$ cat src/rtl/cs_result_fifo.sv
// Result buffer behind the CS datapath: drops the warm-up outputs, then queues Y in a show-ahead FIFO.
// Optional running checksum of pushed samples is enabled by defining CS_RF_CHECKSUM_EN.
module cs_result_fifo #(
  parameter int DEPTH  = 16,
  parameter int WARMUP = 8,
  parameter int LVL_W  = 5
) (
  input  logic             clk,
  input  logic             reset,
  input  logic             y_en,
  input  logic [9:0]       y_in,
  input  logic             flush,
  input  logic             out_ready,
  output logic             out_valid,
  output logic [9:0]       out_data,
  output logic [LVL_W-1:0] level,
  output logic             overflow
`ifdef CS_RF_CHECKSUM_EN
  ,
  output logic [15:0]      chk
`endif
);

  localparam int PTR_W  = $clog2(DEPTH);
  localparam int WCNT_W = $clog2(WARMUP + 2);
  localparam logic [LVL_W-1:0]  FULL_LVL  = LVL_W'(DEPTH);
  localparam logic [WCNT_W-1:0] WARM_DONE = WCNT_W'(WARMUP);

  logic [9:0]       r_mem [DEPTH];
  logic [PTR_W-1:0] r_wr_ptr;
  logic [PTR_W-1:0] r_rd_ptr;
  logic [LVL_W-1:0] r_level;
  logic [WCNT_W-1:0] r_wcnt;
  logic             r_valid;
  logic             r_overflow;

  logic             w_full;
  logic             w_warm;
  logic             w_pop;
  logic             w_push;
  logic             w_drop;
  logic [LVL_W-1:0] w_level_next;

  assign w_full = (r_level == FULL_LVL);
  assign w_warm = (r_wcnt == WARM_DONE);
  assign w_pop  = r_valid & out_ready;
  // A pop in the same cycle frees the slot, so a full FIFO can still accept.
  assign w_push = y_en & w_warm & (~w_full | w_pop);
  assign w_drop = y_en & w_warm & w_full & ~w_pop;

  always_comb begin
    w_level_next = r_level;
    case ({w_push, w_pop})
      2'b10:   w_level_next = r_level + LVL_W'(1);
      2'b01:   w_level_next = r_level - LVL_W'(1);
      default: w_level_next = r_level;
    endcase
  end

  always_ff @(posedge clk or negedge reset) begin
    if (!reset) begin
      r_wr_ptr   <= '0;
      r_rd_ptr   <= '0;
      r_level    <= '0;
      r_wcnt     <= '0;
      r_valid    <= 1'b0;
      r_overflow <= 1'b0;
    end else if (flush) begin
      r_wr_ptr   <= '0;
      r_rd_ptr   <= '0;
      r_level    <= '0;
      r_wcnt     <= '0;
      r_valid    <= 1'b0;
      r_overflow <= 1'b0;
    end else begin
      if (y_en && !w_warm) begin
        r_wcnt <= r_wcnt + WCNT_W'(1);
      end
      if (w_push) begin
        r_wr_ptr <= r_wr_ptr + PTR_W'(1);
      end
      if (w_pop) begin
        r_rd_ptr <= r_rd_ptr + PTR_W'(1);
      end
      r_level <= w_level_next;
      r_valid <= (w_level_next != '0);
      if (w_drop) begin
        r_overflow <= 1'b1;
      end
    end
  end

  // Storage is never reset; stale contents are masked from out_data by r_valid.
  always_ff @(posedge clk) begin
    if (reset && !flush && w_push) begin
      r_mem[r_wr_ptr] <= y_in;
    end
  end

  assign out_valid = r_valid;
  assign out_data  = r_valid ? r_mem[r_rd_ptr] : 10'd0;
  assign level     = r_level;
  assign overflow  = r_overflow;

`ifdef CS_RF_CHECKSUM_EN
  logic [15:0] r_chk;

  always_ff @(posedge clk or negedge reset) begin
    if (!reset) begin
      r_chk <= '0;
    end else if (flush) begin
      r_chk <= '0;
    end else if (w_push) begin
      r_chk <= r_chk + {6'd0, y_in};
    end
  end

  assign chk = r_chk;
`endif

endmodule

$ cat config.mk
export PLATFORM = sky130hd
export DESIGN_NAME = cs_result_fifo
export DESIGN_NICKNAME = d
export VERILOG_FILES = /design/src/rtl/cs_result_fifo.sv
export SDC_FILE = /design/constraint.sdc
export NUM_CORES = 1
export LEC_CHECK = 0
export ABC_CLOCK_PERIOD_IN_PS = 3600
export CAP_MARGIN = 10
export CORE_MARGIN = 3
export CORE_UTILIZATION = 50
export CTS_CLUSTER_DIAMETER = 200
export DETAILED_ROUTE_END_ITERATION = 8
export PLACE_DENSITY = 0.74
export SLEW_MARGIN = 20
export SYNTH_ARGS = -nofsm -noshare
export SYNTH_HDL_FRONTEND = slang
export SYNTH_SLANG_ARGS = --single-unit
$ cat constraint.sdc
create_clock -name clk -period 3.6 [get_ports clk]
set_input_delay 0.36 -clock clk [delete_from_list [all_inputs] [get_ports clk]]
set_output_delay 0.36 -clock clk [all_outputs]
set_load 0.03 [all_outputs]
=== After elaboration in Yosys (flattened, before gate mapping) ===
Memories as Yosys holds them, arrays and structs flattened.
Index checks and enable logic that the tools add are counted.

* Add/sub/neg operators: 5
* Multipliers: 0
* Divide/modulo/power cells: 0
* Magnitude comparators: 0
* Equal/unequal tests: 4
* Shift operators: 0
* Multiplexer cells: 14
* Bitwise logic cells: 8
* Reductions and logical operators: 10

{| class="wikitable"
|+ Operators with widths
! kind !! count
|-
| $mux W4 || 6
|-
| $add A4 B1 Y4 const B || 3
|-
| $mux W10 || 1
|-
| $pmux W5 S2 || 1
|-
| $reduce_bool A2 Y1 || 4
|-
| $add A5 B1 Y5 const B || 1
|-
| $and A1 B1 Y1 || 5
|-
| $eq A5 B5 Y1 const B || 1
|-
| $mux W1 || 5
|-
| $mux W5 || 1
|-
| $reduce_bool A5 Y1 || 1
|-
| $sub A5 B1 Y5 const B || 1
|-
| $eq A4 B4 Y1 const B || 1
|-
| $logic_and A1 B1 Y1 || 3
|-
| $eq A2 B1 Y1 const B || 1
|-
| $eq A2 B2 Y1 const B || 1
|-
| $logic_not A1 Y1 || 2
|-
| $not A1 Y1 || 2
|-
| $or A1 B1 Y1 || 1
|}

* Register bits: 19
* Latch bits: 0
* Memory bits (writable): 160
* Bits in read-only memories: 0
* Output and inout port bits: 17
* Logic and storage cells: 48
* Memories: 1

{| class="wikitable"
|+ Memory list
! name !! depth !! width !! rd ports !! clocked after Yosys merged registers in !! write ports !! RTL line !! text
|-
| r_mem || 16 || 10 || 1 || 0 || 1 || 29 || <nowiki>logic [9:0] r_mem [DEPTH];</nowiki>
|}

=== Logic depth before layout (Yosys ltp) ===
* Word-level depth: 8
* Depth in mapped cells: 11
* Depth with buffers taken out: 11

=== Worst setup path after synthesis ===
No wires, ideal clock.

* Kind: reg2reg
* From: register r_wcnt[0]
* To: memory r_mem[9][0], enable pin
* Library setup time: 390 ps
* Arrival: 2199 ps
* Slack: 1011 ps
* Cell stages (with the launch flop): 7
* Cell sequence: dfrtp_1 > inv_1 > ha_1 > nand4b_1 > a31oi_1 > nand4_1 > nor3_1

* Word-level cells in the longest chain between the ends: 6

{| class="wikitable"
|+ Ends and longest elaborated chain
! item !! RTL line !! text
|-
| start: declaration || 33 || <nowiki>logic [WCNT_W-1:0] r_wcnt;</nowiki>
|-
| start signal: assignment || 77 || <nowiki>r_wcnt <= r_wcnt + WCNT_W'(1);</nowiki>
|-
| $eq A4 B4 Y1 || 45 || <nowiki>assign w_warm = (r_wcnt == WARM_DONE);</nowiki>
|-
| $and A1 B1 Y1 (2 in a row) || 48 || <nowiki>assign w_push = y_en & w_warm & (~w_full | w_pop);</nowiki>
|-
| $logic_and A1 B1 Y1 || 95 || <nowiki>if (reset && !flush && w_push) begin</nowiki>
|-
| $mux W1 || 95 ||
|-
| $mux W1 (not written as such) || 96 || <nowiki>r_mem[r_wr_ptr] <= y_in;</nowiki>
|-
| end: declaration || 29 ||
|}

No other way between the ends.

=== Final worst setup path ===
* From: register r_rd_ptr[0]
* To: output out_data[5]

* Word-level cells in the longest chain between the ends: 2

{| class="wikitable"
|+ Ends and longest elaborated chain
! item !! RTL line !! text
|-
| start: declaration || 31 || <nowiki>logic [PTR_W-1:0] r_rd_ptr;</nowiki>
|-
| start signal: assignment || 83 || <nowiki>r_rd_ptr <= r_rd_ptr + PTR_W'(1);</nowiki>
|-
| $mem_v2 Z16 W10 || n/a ||
|-
| $mux W10 || 101 || <nowiki>assign out_data = r_valid ? r_mem[r_rd_ptr] : 10'd0;</nowiki>
|-
| end: declaration || 15 || <nowiki>output logic [9:0] out_data,</nowiki>
|}

No other way between the ends.

==> metrics.yaml <==
floorplan:
  die_h_um: 127
  die_w_um: 127
  fp.coreArea_um2: 14100
  core.rowCount: 43
  start_util_pct: 51.9
  die-area_um2: 16100
  ioPinCount: 32
cts:
  clockRootBuffer: "clkbuf_16"
  cts_resized: 0
  worst_skew_pair.late_latency_ns: 0.42
  cts.sinks: 179
  clockBufferDepth: 2
  postCtsHoldBufs: 0
  cts_buffers: 17
  htreeDepth: 4
  clk_pin_slew_ns: 0.06
  tritoncts: "yes"
  post-cts-setup-buffer-count: 0
final_layout:
  layout.nets: 464
  post-route-util_pct: 60.6
  drive_above_1_share_pct: 23.8
  finalNonFillerCells: 630
  fin_area_um2: 8540
  syn_to_final_growth_pct: 16.7
  diodes: 0
critical_path:
  required_ns: 3.24
  timing.rr.end: "out_valid$_DFF_PN0_"
  cp-start-kind: "flop"
  cp.arrival_ns: 2.98
  critPathBufInv: 2
  crit_type: "flop to output pin"
  crit_top_cell: "mux4_2"
  cp_slowest_cell: "clkdlybuf4s50_1"
  critPathTopFamily: "multiplexers"
  reg2reg_depth: 9
  worst-path-max-fanout: 43
  cp-end-kind: "output pin"
  crit_chain: "buf_12 -> mux4_2 -> mux4_2 -> and2_1 -> clkdlybuf4s50_1"
  slowest_delay_ns: 0.58
  startpoint: "r_rd_ptr[0]$_DFFE_PN0P_"
  reg2reg_setup_slack_ns: 0.96
  worstReg2RegStart: "out_valid$_DFF_PN0_"
yosys:
  synthArstFlopShare_pct: 10.6
  synth_nets: 405
  synth_edf_count: 160
  ys_ff_latch: 179
  yosys_most_used_dff: "edfxtp_1"
  synthesis.instances: 379
  synth_cell_types: 36
  ys_seq_area_share_pct: 72.2
  syn_avg_cell_area_um2: 19.3
  post_synth_instance_area_um2: 7320
  yosys_warnings: 0
route:
  drt-total-wl_um: 14600
  wl_met1_um: 6210
  highest_layer: "met4"
  drc: 0
  drt-initial-drc-count: 503
  vias: 3699
  met3_length_um: 916
  via_per_inst: 5.87
  dr.pass1.iters: 5
  met2WireLength_um: 7210
  wl_per_cell_um: 23.2
  ant_nets: 0
global_route:
  antenna_found_initial: 0
  grt_pass1_wl_um: 22900
  grt_pass1_vias: 3911
  grt_max_degree: 44
  grt_use_total_pct: 19.8
  grt_overflow: 0
pwr:
  peakVddDrop_mv: 0.320
  p_per_area_nw_per_um2: 541
  p_leak_nw: 2.82
sta:
  maxSlewHeadroom_pct: 53.8
  max_freq_mhz: 300
  setup_slack_ns: 0.262
  rsz0062_at_grt: "false"
  skew_ns: 0.00779
  period_needed_ns: 3.34
  setup_viol: 0
  period_share_pct: 92.7
  worst_pin_slew_ns: 0.693
  setup_tns_ns: 0
  hold_viol: 0
  maxSlewViolCount: 0
placed_design:
  portBuffers: 31
  dp_hpwl_um: 9080
  dp.cells: 599
  place_area_um2: 7990
  gp_congestion: 0.803
  dp_slack_ns: 0.703
worst_hold_path:
  hold_path_class: "input pin to asynchronous set/reset pin"
outcome:
  status: "completed"
flow_run:
  max_cap_viol_count: 0
-- metrics by stage --
stage	power [W]	hold WS (ns)
after floorplan	0.00275	0.0644
after global placement	0.00292	0.499
after detailed placement	0.00292	0.517
after CTS	0.00466	0.381
after global routing	0.00479	0.387
final	0.00462	0.395
-- flip-flops by register name, indices dropped and copies added, names as in the netlist --
| name | count |
|---|---|
| r_wcnt | 4 |
| r_rd_ptr | 4 |
| r_mem | 160 |
| out_valid | 1 |
| level | 5 |
| overflow | 1 |
| r_wr_ptr | 4 |
-- worst register-to-register path, cell delays in order (launching register included) --
cell and delay [ns]:
dfrtp_1 0.64, and2_1 0.35, nand2_1 0.14, inv_1 0.22
ha_1 0.32, a21oi_1 0.14, nand2_1 0.12, mux2i_1 0.18
a2bb2oi_1 0.26, a41oi_1 0.14
-- where the power goes --
part | leakage, nW | total [W] | internal, W | switching [W]
clock network | 0.266 | 0.00175 | 0.00102 | 0.000729
registers | 1.70 | 0.00231 | 0.00228 | 0.0000367
logic | 0.855 | 0.000558 | 0.000276 | 0.000282
-- area by class of cell --
class | instances | area (um^2)
Fill cell | 1019 | 5560
Sequential cell | 179 | 5280
Multi-Input combinational cell | 176 | 1930
Timing Repair Buffer | 58 | 526
Clock buffer | 22 | 444
Tap cell | 180 | 225
Clock inverter | 9 | 108
Inverter | 6 | 22.5
-- logic make-up after synthesis --
group / Yosys count / synth area share [%]
XOR/XNOR: 12 / 1.44
AO/OA/AOI/OAI: 16 / 1.44
AND/OR/NAND/NOR: 83 / 5.47
buffers and inverters: 24 / 1.54
adder cells (fa/ha/maj): 11 / 1.98
multiplexers: 54 / 16.0
flip-flops: 179 / 72.2
-- cell usage in the layout, fill, tap and decap left out, types with 6 or more instances in the layout --
master / n
clkdlybuf4s50_1: 31
and2_1: 11
inv_1: 6
clkbuf_16: 17
mux4_2: 50
nor2_1: 35
dfrtp_1: 18
nand2_1: 15
edfxtp_1: 160
ha_1: 10
buf_4: 26
xor2_1: 7
a21oi_1: 6
-- Yosys cell counts, drive strengths merged, types with 6 or more instances --
master / n / area share [%]
nand2: 15 / 0.77
xor2: 7 / 0.84
mux4: 50 / 15
buf: 6 / 0.62
inv: 6 / 0.31
a21oi: 6 / 0.41
ha: 10 / 1.7
edfxtp: 160 / 66
clkbuf: 12 / 0.62
and2: 11 / 0.94
nor2: 35 / 1.8
dfrtp: 19 / 6.5
-- how the worst max path moves through the flow --
stage                                 end  cells past startpoint
floorplan           r_mem[9][0]$_DFFE_PP_                      6
global placement              out_data[6]                      5
detailed placement            out_data[6]                      5
CTS                           out_data[5]                      5
global route                  out_data[5]                      5
finish                        out_data[5]                      5
-- per-layer routing --
layer  GRT usage (%)  vias to the layer above
li1                -                     1626
met5               0                        -
met4            7.07                        0
met3            5.35                       25
met1            27.7                     1918
met2            30.4                      130
Power figures use the tool's default switching activity.
